`config.mk`:
```
export PLATFORM = sky130hd
export DESIGN_NAME = tuart_rx_flat
export DESIGN_NICKNAME = d
export VERILOG_FILES = /design/src/rtl/tuart_rx_if.sv /design/src/rtl/tuart_rx.sv /design/src/flat_wrapper.sv
export SDC_FILE = /design/constraint.sdc
export NUM_CORES = 1
export LEC_CHECK = 0
export CAP_MARGIN = 10
export CELL_PAD_IN_SITES_DETAIL_PLACEMENT = 0
export CELL_PAD_IN_SITES_GLOBAL_PLACEMENT = 1
export CORE_UTILIZATION = 49
export DETAILED_ROUTE_END_ITERATION = 8
export PLACE_DENSITY = 0.86
export SLEW_MARGIN = 5
export SYNTH_ARGS = -nofsm -noshare
export SYNTH_HDL_FRONTEND = slang
export SYNTH_SLANG_ARGS = --single-unit
```
`constraint.sdc`:
```
create_clock -name clk_i -period 4.2 [get_ports clk_i]
set_input_delay 0.84 -clock clk_i [delete_from_list [all_inputs] [get_ports clk_i]]
set_output_delay 0.84 -clock clk_i [all_outputs]
set_load 0.02 [all_outputs]
```
`src/rtl/tuart_rx_if.sv`:
```
`default_nettype none
`timescale 1ns/1ps
// ============================================================================
// Module   : tuart_rx_if
// Purpose  : Serial-in / byte-out bundle between the tuart_rx receiver and
//            the logIP command decoder.
//   rx_i         serial line, idle high, asynchronous to the receiver clock
//   data_o       last correctly received word
//   valid_o      one-cycle strobe, data_o is new in the same cycle
//   frame_err_o  one-cycle strobe, stop bit sampled low
//   parity_err_o one-cycle strobe, parity mismatch (parity build only)
//   busy_o       high while a frame is in progress
// Modports : master = receiver side, slave = line driver / byte consumer
// Revision : 1.0  initial release
// ============================================================================
interface tuart_rx_if #(
    parameter int WORD_BITS = 8
);
    logic                 rx_i;
    logic [WORD_BITS-1:0] data_o;
    logic                 valid_o;
    logic                 frame_err_o;
    logic                 parity_err_o;
    logic                 busy_o;

    modport master (
        input  rx_i,
        output data_o, valid_o, frame_err_o, parity_err_o, busy_o
    );

    modport slave (
        output rx_i,
        input  data_o, valid_o, frame_err_o, parity_err_o, busy_o
    );
endinterface
`default_nettype wire

```
`src/rtl/tuart_rx.sv`:
```
`default_nettype none
`timescale 1ns/1ps
// ============================================================================
// Module   : tuart_rx
// Purpose  : UART receiver. Deserialises 8N1 frames (8E1 when
//            TUART_RX_PARITY_EN is defined) into parallel words, sampling
//            each bit once at its centre. Flags false starts, framing
//            errors and (optionally) parity errors.
// Ports    : clk_i   system clock, rising edge
//            rst_in  asynchronous active-low reset
//            bus     tuart_rx_if.master (rx_i in; data_o, valid_o,
//                    frame_err_o, parity_err_o, busy_o out)
// Macro    : TUART_RX_PARITY_EN - adds an even-parity bit between the data
//            bits and the stop bit; undefined gives plain 8N1 with
//            parity_err_o tied low.
// Revision : 1.0  initial release
// ============================================================================
module tuart_rx #(
    parameter int CLK_PER_BIT = 868,
    parameter int WORD_BITS   = 8
) (
    input  wire logic   clk_i,
    input  wire logic   rst_in,
    tuart_rx_if.master  bus
);
    localparam int c_CW = $clog2(CLK_PER_BIT);
    localparam int c_IW = (WORD_BITS > 1) ? $clog2(WORD_BITS) : 1;
    localparam logic [c_CW-1:0] c_CNT_LAST = c_CW'(CLK_PER_BIT - 1);
    localparam logic [c_CW-1:0] c_CNT_HALF = c_CW'(CLK_PER_BIT / 2);
    localparam logic [c_IW-1:0] c_IDX_LAST = c_IW'(WORD_BITS - 1);

    typedef enum logic [2:0] {
        S_IDLE   = 3'd0,
        S_START  = 3'd1,
        S_DATA   = 3'd2,
`ifdef TUART_RX_PARITY_EN
        S_PARITY = 3'd3,
`endif
        S_STOP   = 3'd4,
        S_BREAK  = 3'd5
    } state_t;

    // Two-flop synchroniser; idle-high reset so no false start after reset.
    logic [1:0]           r_sync;
    logic                 w_rx_s;

    state_t               r_state, w_state_nxt;
    logic [c_CW-1:0]      r_cnt,   w_cnt_nxt;
    logic [c_IW-1:0]      r_idx,   w_idx_nxt;
    logic [WORD_BITS-1:0] r_shift, w_shift_nxt;
    logic [WORD_BITS-1:0] r_data,  w_data_nxt;
    logic                 r_valid, w_valid_nxt;
    logic                 r_ferr,  w_ferr_nxt;
`ifdef TUART_RX_PARITY_EN
    logic                 r_par,   w_par_nxt;
    logic                 r_perr,  w_perr_nxt;
`endif

    assign w_rx_s = r_sync[1];

    always_ff @(posedge clk_i or negedge rst_in) begin
        if (!rst_in) begin
            r_sync  <= 2'b11;
            r_state <= S_IDLE;
            r_cnt   <= '0;
            r_idx   <= '0;
            r_shift <= '0;
            r_data  <= '0;
            r_valid <= 1'b0;
            r_ferr  <= 1'b0;
`ifdef TUART_RX_PARITY_EN
            r_par   <= 1'b0;
            r_perr  <= 1'b0;
`endif
        end else begin
            r_sync  <= {r_sync[0], bus.rx_i};
            r_state <= w_state_nxt;
            r_cnt   <= w_cnt_nxt;
            r_idx   <= w_idx_nxt;
            r_shift <= w_shift_nxt;
            r_data  <= w_data_nxt;
            r_valid <= w_valid_nxt;
            r_ferr  <= w_ferr_nxt;
`ifdef TUART_RX_PARITY_EN
            r_par   <= w_par_nxt;
            r_perr  <= w_perr_nxt;
`endif
        end
    end

    always_comb begin
        w_state_nxt = r_state;
        w_cnt_nxt   = r_cnt + 1'b1;
        w_idx_nxt   = r_idx;
        w_shift_nxt = r_shift;
        w_data_nxt  = r_data;
        w_valid_nxt = 1'b0;
        w_ferr_nxt  = 1'b0;
`ifdef TUART_RX_PARITY_EN
        w_par_nxt   = r_par;
        w_perr_nxt  = 1'b0;
`endif
        unique case (r_state)
            S_IDLE: begin
                w_cnt_nxt = '0;
                if (!w_rx_s) w_state_nxt = S_START;
            end
            // The start bit is re-checked half a bit in; this both rejects
            // glitches and sets the phase of every later centre sample.
            S_START: begin
                if (r_cnt == c_CNT_HALF) begin
                    w_cnt_nxt   = '0;
                    w_idx_nxt   = '0;
                    w_state_nxt = w_rx_s ? S_IDLE : S_DATA;
                end
            end
            S_DATA: begin
                if (r_cnt == c_CNT_LAST) begin
                    w_cnt_nxt          = '0;
                    w_shift_nxt[r_idx] = w_rx_s;
                    if (r_idx == c_IDX_LAST) begin
                        w_idx_nxt   = '0;
`ifdef TUART_RX_PARITY_EN
                        w_state_nxt = S_PARITY;
`else
                        w_state_nxt = S_STOP;
`endif
                    end else begin
                        w_idx_nxt = r_idx + 1'b1;
                    end
                end
            end
`ifdef TUART_RX_PARITY_EN
            S_PARITY: begin
                if (r_cnt == c_CNT_LAST) begin
                    w_cnt_nxt   = '0;
                    w_par_nxt   = w_rx_s;
                    w_state_nxt = S_STOP;
                end
            end
`endif
            // Leaving at mid-stop-bit lets a back-to-back start edge be
            // caught at its true position.
            S_STOP: begin
                if (r_cnt == c_CNT_LAST) begin
                    w_cnt_nxt = '0;
                    if (!w_rx_s) begin
                        w_ferr_nxt  = 1'b1;
                        w_state_nxt = S_BREAK;
`ifdef TUART_RX_PARITY_EN
                    end else if (^{r_shift, r_par}) begin
                        w_perr_nxt  = 1'b1;
                        w_state_nxt = S_IDLE;
`endif
                    end else begin
                        w_valid_nxt = 1'b1;
                        w_data_nxt  = r_shift;
                        w_state_nxt = S_IDLE;
                    end
                end
            end
            // A held-low line must not restart reception until it idles.
            S_BREAK: begin
                w_cnt_nxt = '0;
                if (w_rx_s) w_state_nxt = S_IDLE;
            end
            default: begin
                w_cnt_nxt   = '0;
                w_state_nxt = S_IDLE;
            end
        endcase
    end

    assign bus.data_o      = r_data;
    assign bus.valid_o     = r_valid;
    assign bus.frame_err_o = r_ferr;
    assign bus.busy_o      = (r_state != S_IDLE);
`ifdef TUART_RX_PARITY_EN
    assign bus.parity_err_o = r_perr;
`else
    assign bus.parity_err_o = 1'b0;
`endif

endmodule
`default_nettype wire

```
`src/flat_wrapper.sv`:
```
// flat-port wrapper written by rule: the top's interface ports become plain ports
module tuart_rx_flat 
#(
    parameter int CLK_PER_BIT = 868,
    parameter int WORD_BITS   = 8
)
  (clk_i, rst_in, bus_rx_i, bus_data_o, bus_valid_o, bus_frame_err_o, bus_parity_err_o, bus_busy_o);
  tuart_rx_if #(.WORD_BITS(WORD_BITS)) bus_i ();
  input  wire logic clk_i;
  input  wire logic rst_in;
  input wire logic [$bits(bus_i.rx_i)-1:0] bus_rx_i;
  output wire logic [$bits(bus_i.data_o)-1:0] bus_data_o;
  output wire logic [$bits(bus_i.valid_o)-1:0] bus_valid_o;
  output wire logic [$bits(bus_i.frame_err_o)-1:0] bus_frame_err_o;
  output wire logic [$bits(bus_i.parity_err_o)-1:0] bus_parity_err_o;
  output wire logic [$bits(bus_i.busy_o)-1:0] bus_busy_o;
  assign bus_i.rx_i = bus_rx_i;
  assign bus_data_o = bus_i.data_o;
  assign bus_valid_o = bus_i.valid_o;
  assign bus_frame_err_o = bus_i.frame_err_o;
  assign bus_parity_err_o = bus_i.parity_err_o;
  assign bus_busy_o = bus_i.busy_o;
  tuart_rx #(.CLK_PER_BIT(CLK_PER_BIT), .WORD_BITS(WORD_BITS)) u_core (.clk_i(clk_i), .rst_in(rst_in), .bus(bus_i));
endmodule
```
==> impl_metrics.yaml, run 1 <==
layout:
  share_of_layout_cells_above_drive_strength_1: 0.2115
  nFillCells: 286
  layout-area-overhead-vs-synth_pct: 14.42
  num-nets-final: 162
  layout.cells.most_common_list: "dfrtp_1 (34), nor2_1 (14), clkdlybuf4s50_1 (13)"
  area_used_by_multi_input_combinational_logic_um2: 747.0
  final_common_cell: "dfrtp_1"
  register_area_um2: 903.4
  antenna-diode-count: 0
route:
  top_layer: "met4"
  routedWlPerCell_um: 14.38
  detailedRoute.firstIterationViolations: 22
  detailroute.wirelength.met2_um: 1450
  route.final.wire_length_um: 2904
  post-route-drc-count: 0
  drt-met1-wl_um: 1308
  via_count: 1070
  detailedRoute.firstPassIterationCount: 2
  antenna_violating_nets_left: 0
  viasPerCell: 5.297
  detailroute.wirelength.met3_um: 83
synth:
  mappedNetlistArea_um2: 1709
  synth.top_cells.by_area: "dfrtp_1 (50%), mux2_4 (7.0%), mux2_2 (5.3%)"
  syn-mean-instance-area_um2: 12.04
  synthesis.yosys.warnings: 0
  synth.net_count: 149
  synth_sequential_area_ratio: 0.5286
  synthDistinctLibCells: 43
  synth_edf_count: 0
  ffs_latches_synth: 36
  yosys_most_used_dff: "dfrtp_1"
  cell_type_with_the_largest_total_area_after_synthesis: "dfrtp_1"
  postSynth.asyncResetShare: 1.000
  synthCells: 142
  netlist.area_leader.share: 0.4978
worst_setup_path:
  worst_ep_arrival_time_ns: 1.74
  crit_type: "flop to primary output"
  worstPathRequired_ns: 3.36
  critical_path.startpoint_type: "flop"
  path_max_fanout: 10
  rrSetupSlack_ns: 1.80
  crit_path_end_kind: "primary output"
grt:
  first_global_vias: 1075
  antenna_found_initial: 0
  globalRoute.totalOverflow: 0
  grt_max_degree: 37
  grt_use_total: 0.1890
  first_pass_grt_wire_length_um: 4947
timing:
  post-route-period-util: 0.6136
  setup_viol_count_final: 0
  layout_setup_ws_ns: 1.623
  setup_total_negative_slack_ns: 0
  slew_viol_final: 0
  maxSlewHeadroom: 0.5204
  worst-slew-pin-transition_ns: 0.7135
  clock.fmax_mhz: 388.0
  post-route-min-period_ns: 2.577
  timing_hold_violations_final: 0
  worst_skew_ns: 0.01003
  rsz_0062_raised_after_global_routing: "no"
pwr:
  total_leakage_power_nw: 0.9124
  seq_power_share: 0.555
  clockPowerShare: 0.428
  p_int_uw: 508.9
  power.net_switching_uw: 122.0
  power.switching_fraction: 0.1934
  power.ir.vdd_worst_mv: 0.3353
  comb_power_frac: 0.017
  cellPowerDensity_nw_per_um2: 322.6
clock_network:
  cts_max_path_buffers: 2
  clk_pin_slew_ns: 0.11
  root_buffer: "clkbuf_4"
  ctsResizeCount: 0
  clkLatencyLatePin_ns: 0.34
  cts_made_buffers: 5
  postCtsSetupBuffers: 0
  clock_tree_from_tritoncts: "built"
  clock_tree.htree_level_count: 2
  number_of_clock_sinks_seen_by_cts: 36
  ctsHoldBuffers: 0
floorplan:
  io_pins: 15
  die_area_um2: 3728
  core_area_um2: 3337
  fp-row-count: 21
  chip_width_um: 61.06
  start_util: 0.5122
  die_height_um: 61.06
run:
  cap_violations: 0
status:
  outcome: "complete, no violations"
hold_path:
  min-delay-path-class: "flop to flop"
placed_design:
  port_buffers: 13
  dp_hpwl_um: 2082
  post-place-ws_ns: 1.797
  final_replace_weighted_congestion: 0.8326
==> Yosys cell counts, types with 2 or more instances <==
cell type	number
mux2_4	8
inv_1	4
xor2_1	4
nand3b_1	2
nand4b_1	3
nor4_1	3
ha_1	4
nand2_1	6
mux2_2	8
nand3_1	4
dfstp_2	2
nand4_1	2
nor3_1	3
xnor2_1	5
a21oi_1	4
or3b_2	2
dfrtp_1	34
nor2_1	14
clkbuf_1	3
a22o_1	3
buf_2	2
==> kinds of logic after synthesis <==
| group | Yosys count | share of synthesized area |
|---|---|---|
| other | 1 | 0.002194 |
| muxes | 16 | 0.1230 |
| adders and majority gates | 4 | 0.02928 |
| DFF | 36 | 0.5286 |
| xor gates and xnor gates | 9 | 0.04612 |
| and+or+nand+nor | 52 | 0.1867 |
| AOI/OAI and AO/OA | 12 | 0.04979 |
| buffers and inverters | 12 | 0.03440 |
==> per-stage QoR <==
stage / std cells / utilization / area, µm² / hold slack [ns] / total power [mW]
floorplan: 142 / - / 1709 / 0.3452 / 0.3587
global route: 202 / 0.5861 / 1956 / 0.3702 / 0.6606
finish: 202 / 0.5861 / 1956 / 0.3618 / 0.6309
detailed placement: 194 / 0.5576 / 1861 / 0.3487 / 0.3679
global placement: 194 / 0.5576 / 1861 / 0.3459 / 0.3674
CTS: 202 / 0.5861 / 1956 / 0.3636 / 0.6395
==> power groups by stage <==
| stage | registers, mW | logic, mW | clock network (mW) |
|---|---|---|---|
| 6_report | 0.350 | 0.0105 | 0.270 |
| 5_1_grt | 0.351 | 0.0125 | 0.298 |
| 3_3_place_gp | 0.357 | 0.0108 | 0 |
| 4_1_cts | 0.350 | 0.0113 | 0.278 |
| 3_5_place_dp | 0.357 | 0.0112 | 0 |
| 2_1_floorplan | 0.355 | 0.00335 | 0 |
==> final timing paths <==
path | endpoint | from | depth (start not counted)
max | bus_busy_o | u_core.r_state[0] | 2
min | u_core.r_sync[1] | u_core.r_sync[0] | 0
max reg2reg | u_core.bus.data_o[2] | u_core.r_cnt[2] | 4
min reg2reg | u_core.r_sync[1] | u_core.r_sync[0] | 0
max in group asynchronous | u_core.r_sync[1] | rst_in | 2
min in group asynchronous | u_core.bus.data_o[1] | rst_in | 2
==> state kept, by name, summed over array words and instances (netlist names) <==
register,count
u_core.r_state,3
u_core.bus.data_o,8
u_core.r_sync,2
u_core.r_idx,3
u_core.bus.valid_o,1
u_core.bus.frame_err_o,1
u_core.r_shift,8
u_core.r_cnt,10
==> routing by layer <==
| layer | GRT usage | vias to the layer above |
|---|---|---|
| met1 | 0.2313 | 525 |
| met3 | 0.06513 | 7 |
| met4 | 0.08442 | 0 |
| met2 | 0.3028 | 15 |
| li1 | - | 523 |
| met5 | 0 | - |
==> cell type report <==
cell class              count  area share
inverters                   4    0.007678
clock buffers               7     0.03327
clock inverters             1     0.01536
flip-flops and latches     36      0.4619
well taps                  46     0.02943
multi-input cells          94      0.3820
repair buffers             14     0.07038
==> critical path: stages (launching register included) <==
cell             delay (ns)
dfrtp_1                0.49
or3_1                  0.37
clkdlybuf4s50_1        0.54
Power figures use the tool's default switching activity.
==> inputs of run 2 (changes only) <==
--- a/config.mk
+++ b/config.mk
@@ -8,9 +8,9 @@
 export CAP_MARGIN = 10
 export CELL_PAD_IN_SITES_DETAIL_PLACEMENT = 0
 export CELL_PAD_IN_SITES_GLOBAL_PLACEMENT = 1
-export CORE_UTILIZATION = 49
+export CORE_UTILIZATION = 41
 export DETAILED_ROUTE_END_ITERATION = 8
-export PLACE_DENSITY = 0.86
+export PLACE_DENSITY = 0.77
 export SLEW_MARGIN = 5
 export SYNTH_ARGS = -nofsm -noshare
 export SYNTH_HDL_FRONTEND = slang
==> constraint.sdc (replaced) <==
create_clock -name clk_i -period 2.2 [get_ports clk_i]
set_input_delay 0.44 -clock clk_i [delete_from_list [all_inputs] [get_ports clk_i]]
set_output_delay 0.44 -clock clk_i [all_outputs]
set_load 0.02 [all_outputs]
==> run 2 against run 1 <==
Compared with the run above:
- the run now ends with setup timing left
- clock-buffer cell count is 1 lower
- utilization is 6.9 points lower
- total power is 85% higher
- clock power is 77% higher
- register-to-register slack worse by 1.8 ns
- clock skew is 0.0055 ns lower
- largest cell class unchanged
- largest power group unchanged
==> impl_metrics.yaml, run 2 (synthesized netlist as in run 1, its figures left out) <==
worst_setup_path:
  r2r-start: "u_core.r_cnt[3]"
  crit_path_end_kind: "flop"
  crit_path_cells: "or3b_4 > or3_4 > or4_4 > mux2_4"
  crit_path_end: "u_core.bus.data_o[6]"
  worst_path_largest_cell_delay_ns: 0.57
  path_max_fanout: 5
  startpoint: "u_core.r_cnt[3]"
  critical_path.startpoint_type: "flop"
  critical_path.reg2reg.endpoint: "u_core.bus.data_o[6]"
  crit_type: "flop to flop"
  timing.reg2reg.worst_path_depth: 4
  slowest_stage: "or4_4"
  worstPathRequired_ns: 2.37
  rrSetupSlack_ns: -0.03
  worst_ep_arrival_time_ns: 2.40
floorplan:
  core_area_um2: 4000
  start_util: 0.4273
  chip_width_um: 66.57
  io_pins: 15
  die_height_um: 66.57
  fp-row-count: 23
  die_area_um2: 4431
layout:
  nFillCells: 360
  antenna-diode-count: 0
  layout.cells.most_common_list: "dfrtp_1 (34), nor2_1 (14), buf_4 (13)"
  largest_register_ffs: 10
  final_core_utilization: 0.5170
  num-nets-final: 175
  share_of_layout_cells_above_drive_strength_1: 0.2899
  final_common_cell: "dfrtp_1"
  layout-area-overhead-vs-synth_pct: 21.01
  regMostFlops: "u_core.r_cnt"
grt:
  first_pass_grt_wire_length_um: 5175
  grt_use_total: 0.1590
  antenna_found_initial: 0
  grt_max_degree: 37
  first_global_vias: 1162
  globalRoute.totalOverflow: 0
timing:
  worst-slew-pin-transition_ns: 0.5145
  slew_viol_final: 0
  clock.fmax_mhz: 449.1
  post-route-period-util: 1.012
  setup_viol_count_final: 5
  maxSlewHeadroom: 0.6538
  post-route-min-period_ns: 2.227
  worst_skew_ns: 0.004485
  layout_setup_ws_ns: -0.02658
  timing_hold_violations_final: 0
  setup_total_negative_slack_ns: -0.07809
  rsz_0062_raised_after_global_routing: "yes"
clock_network:
  ctsHoldBuffers: 0
  clock_tree.htree_level_count: 2
  root_buffer: "clkbuf_8"
  clkLatencyLatePin_ns: 0.29
  clk_pin_slew_ns: 0.07
  cts_made_buffers: 5
  postCtsSetupBuffers: 0
  clock_tree_from_tritoncts: "built"
  cts_max_path_buffers: 2
  number_of_clock_sinks_seen_by_cts: 36
pwr:
  power.net_switching_uw: 248.4
  total_power_mw: 1.168
  total_leakage_power_nw: 0.9766
  power.switching_fraction: 0.2126
  cellPowerDensity_nw_per_um2: 564.8
  power.ir.vdd_worst_mv: 0.3437
  p_int_uw: 919.7
  comb_power_frac: 0.018
  seq_power_share: 0.572
  clockPowerShare: 0.410
route:
  routedWlPerCell_um: 14.20
  detailedRoute.firstPassIterationCount: 4
  post-route-drc-count: 0
  route.final.wire_length_um: 3109
  antenna_violating_nets_left: 0
  via_count: 1166
  detailedRoute.firstIterationViolations: 80
  viasPerCell: 5.324
placed_design:
  final_replace_weighted_congestion: 0.7841
  dp_hpwl_um: 2098
  port_buffers: 13
hold_path:
  min-delay-path-class: "flop to flop"
status:
  violations: "setup timing"
  outcome: "finished, violations left"
run:
  cap_violations: 0
-- run 2: changes by cell type in the layout (fill, tap and decap cells not counted), moves of 2 or more --
cell | previous run | this run
clkinv_2 | 0 | 2
clkbuf_8 | 2 | 6
clkbuf_4 | 5 | 0
buf_4 | 1 | 13
-- run 2: cell type report --
cell class,instances,area (µm²),area share
inverter,4,15.01,0.007260
sequential,36,903.4,0.4368
clock inverter,2,10.01,0.004840
clock buffer,6,82.58,0.03993
multi-input combinational,95,768.2,0.3714
timing repair buffer,26,226.5,0.1095
tap,50,62.56,0.03025
-- run 2: per-layer routing --
metal	vias to the layer above	track usage	share of wire
met5	-	0	0
met2	22	0.2715	0.51
li1	554	-	-
met3	4	0.05137	0.032
met1	586	0.1850	0.45
met4	0	0.05585	0.012
-- run 2: how the worst min path moves through the flow --
| stage | end | depth (start not counted) | slack, ns | start |
|---|---|---|---|---|
| 6_report | u_core.r_sync[1] | 0 | 0.36 | u_core.r_sync[0] |
| 3_5_place_dp | u_core.r_sync[1] | 0 | 0.35 | u_core.r_sync[0] |
| 5_1_grt | u_core.r_sync[1] | 0 | 0.37 | u_core.r_sync[0] |
| 3_3_place_gp | u_core.r_sync[1] | 0 | 0.35 | u_core.r_sync[0] |
| 4_1_cts | u_core.r_sync[1] | 0 | 0.36 | u_core.r_sync[0] |
| 2_1_floorplan | u_core.bus.data_o[0] | 0 | 0.14 | rst_in |
-- run 2: per-stage QoR --
| step | std cells | cell area, µm² | hold slack [ns] | worst slack [ns] |
|---|---|---|---|---|
| after global routing | 219 | 2068 | 0.3671 | -0.05991 |
| after global placement | 210 | 1956 | 0.3455 | 0.01534 |
| after floorplan | 142 | 1709 | 0.1444 | -0.1347 |
| final | 219 | 2068 | 0.3588 | -0.02658 |
| after CTS | 218 | 2047 | 0.3605 | -0.04397 |
| after detailed placement | 210 | 1956 | 0.3505 | -0.03292 |
-- run 2: worst max-delay path: cells and delay by family, from the launching register on --
kind / cells / cell delay (ns)
DFF: 1 / 0.39
muxes: 1 / 0.33
and+or+nand+nor: 3 / 1.39
-- run 2: repair_timing --
action	CTS	global route
setup endpoints to repair	9	20
gates resized for setup	1	4
cloned	0	1
-- run 2: power groups by stage --
stage / Clock (mW) / Combinational [mW] / Sequential, mW
after global routing: 0.526 / 0.0249 / 0.668
after detailed placement: 0 / 0.0215 / 0.681
final: 0.479 / 0.0210 / 0.669
after floorplan: 0 / 0.00639 / 0.678
after CTS: 0.494 / 0.0216 / 0.668
after global placement: 0 / 0.0207 / 0.681
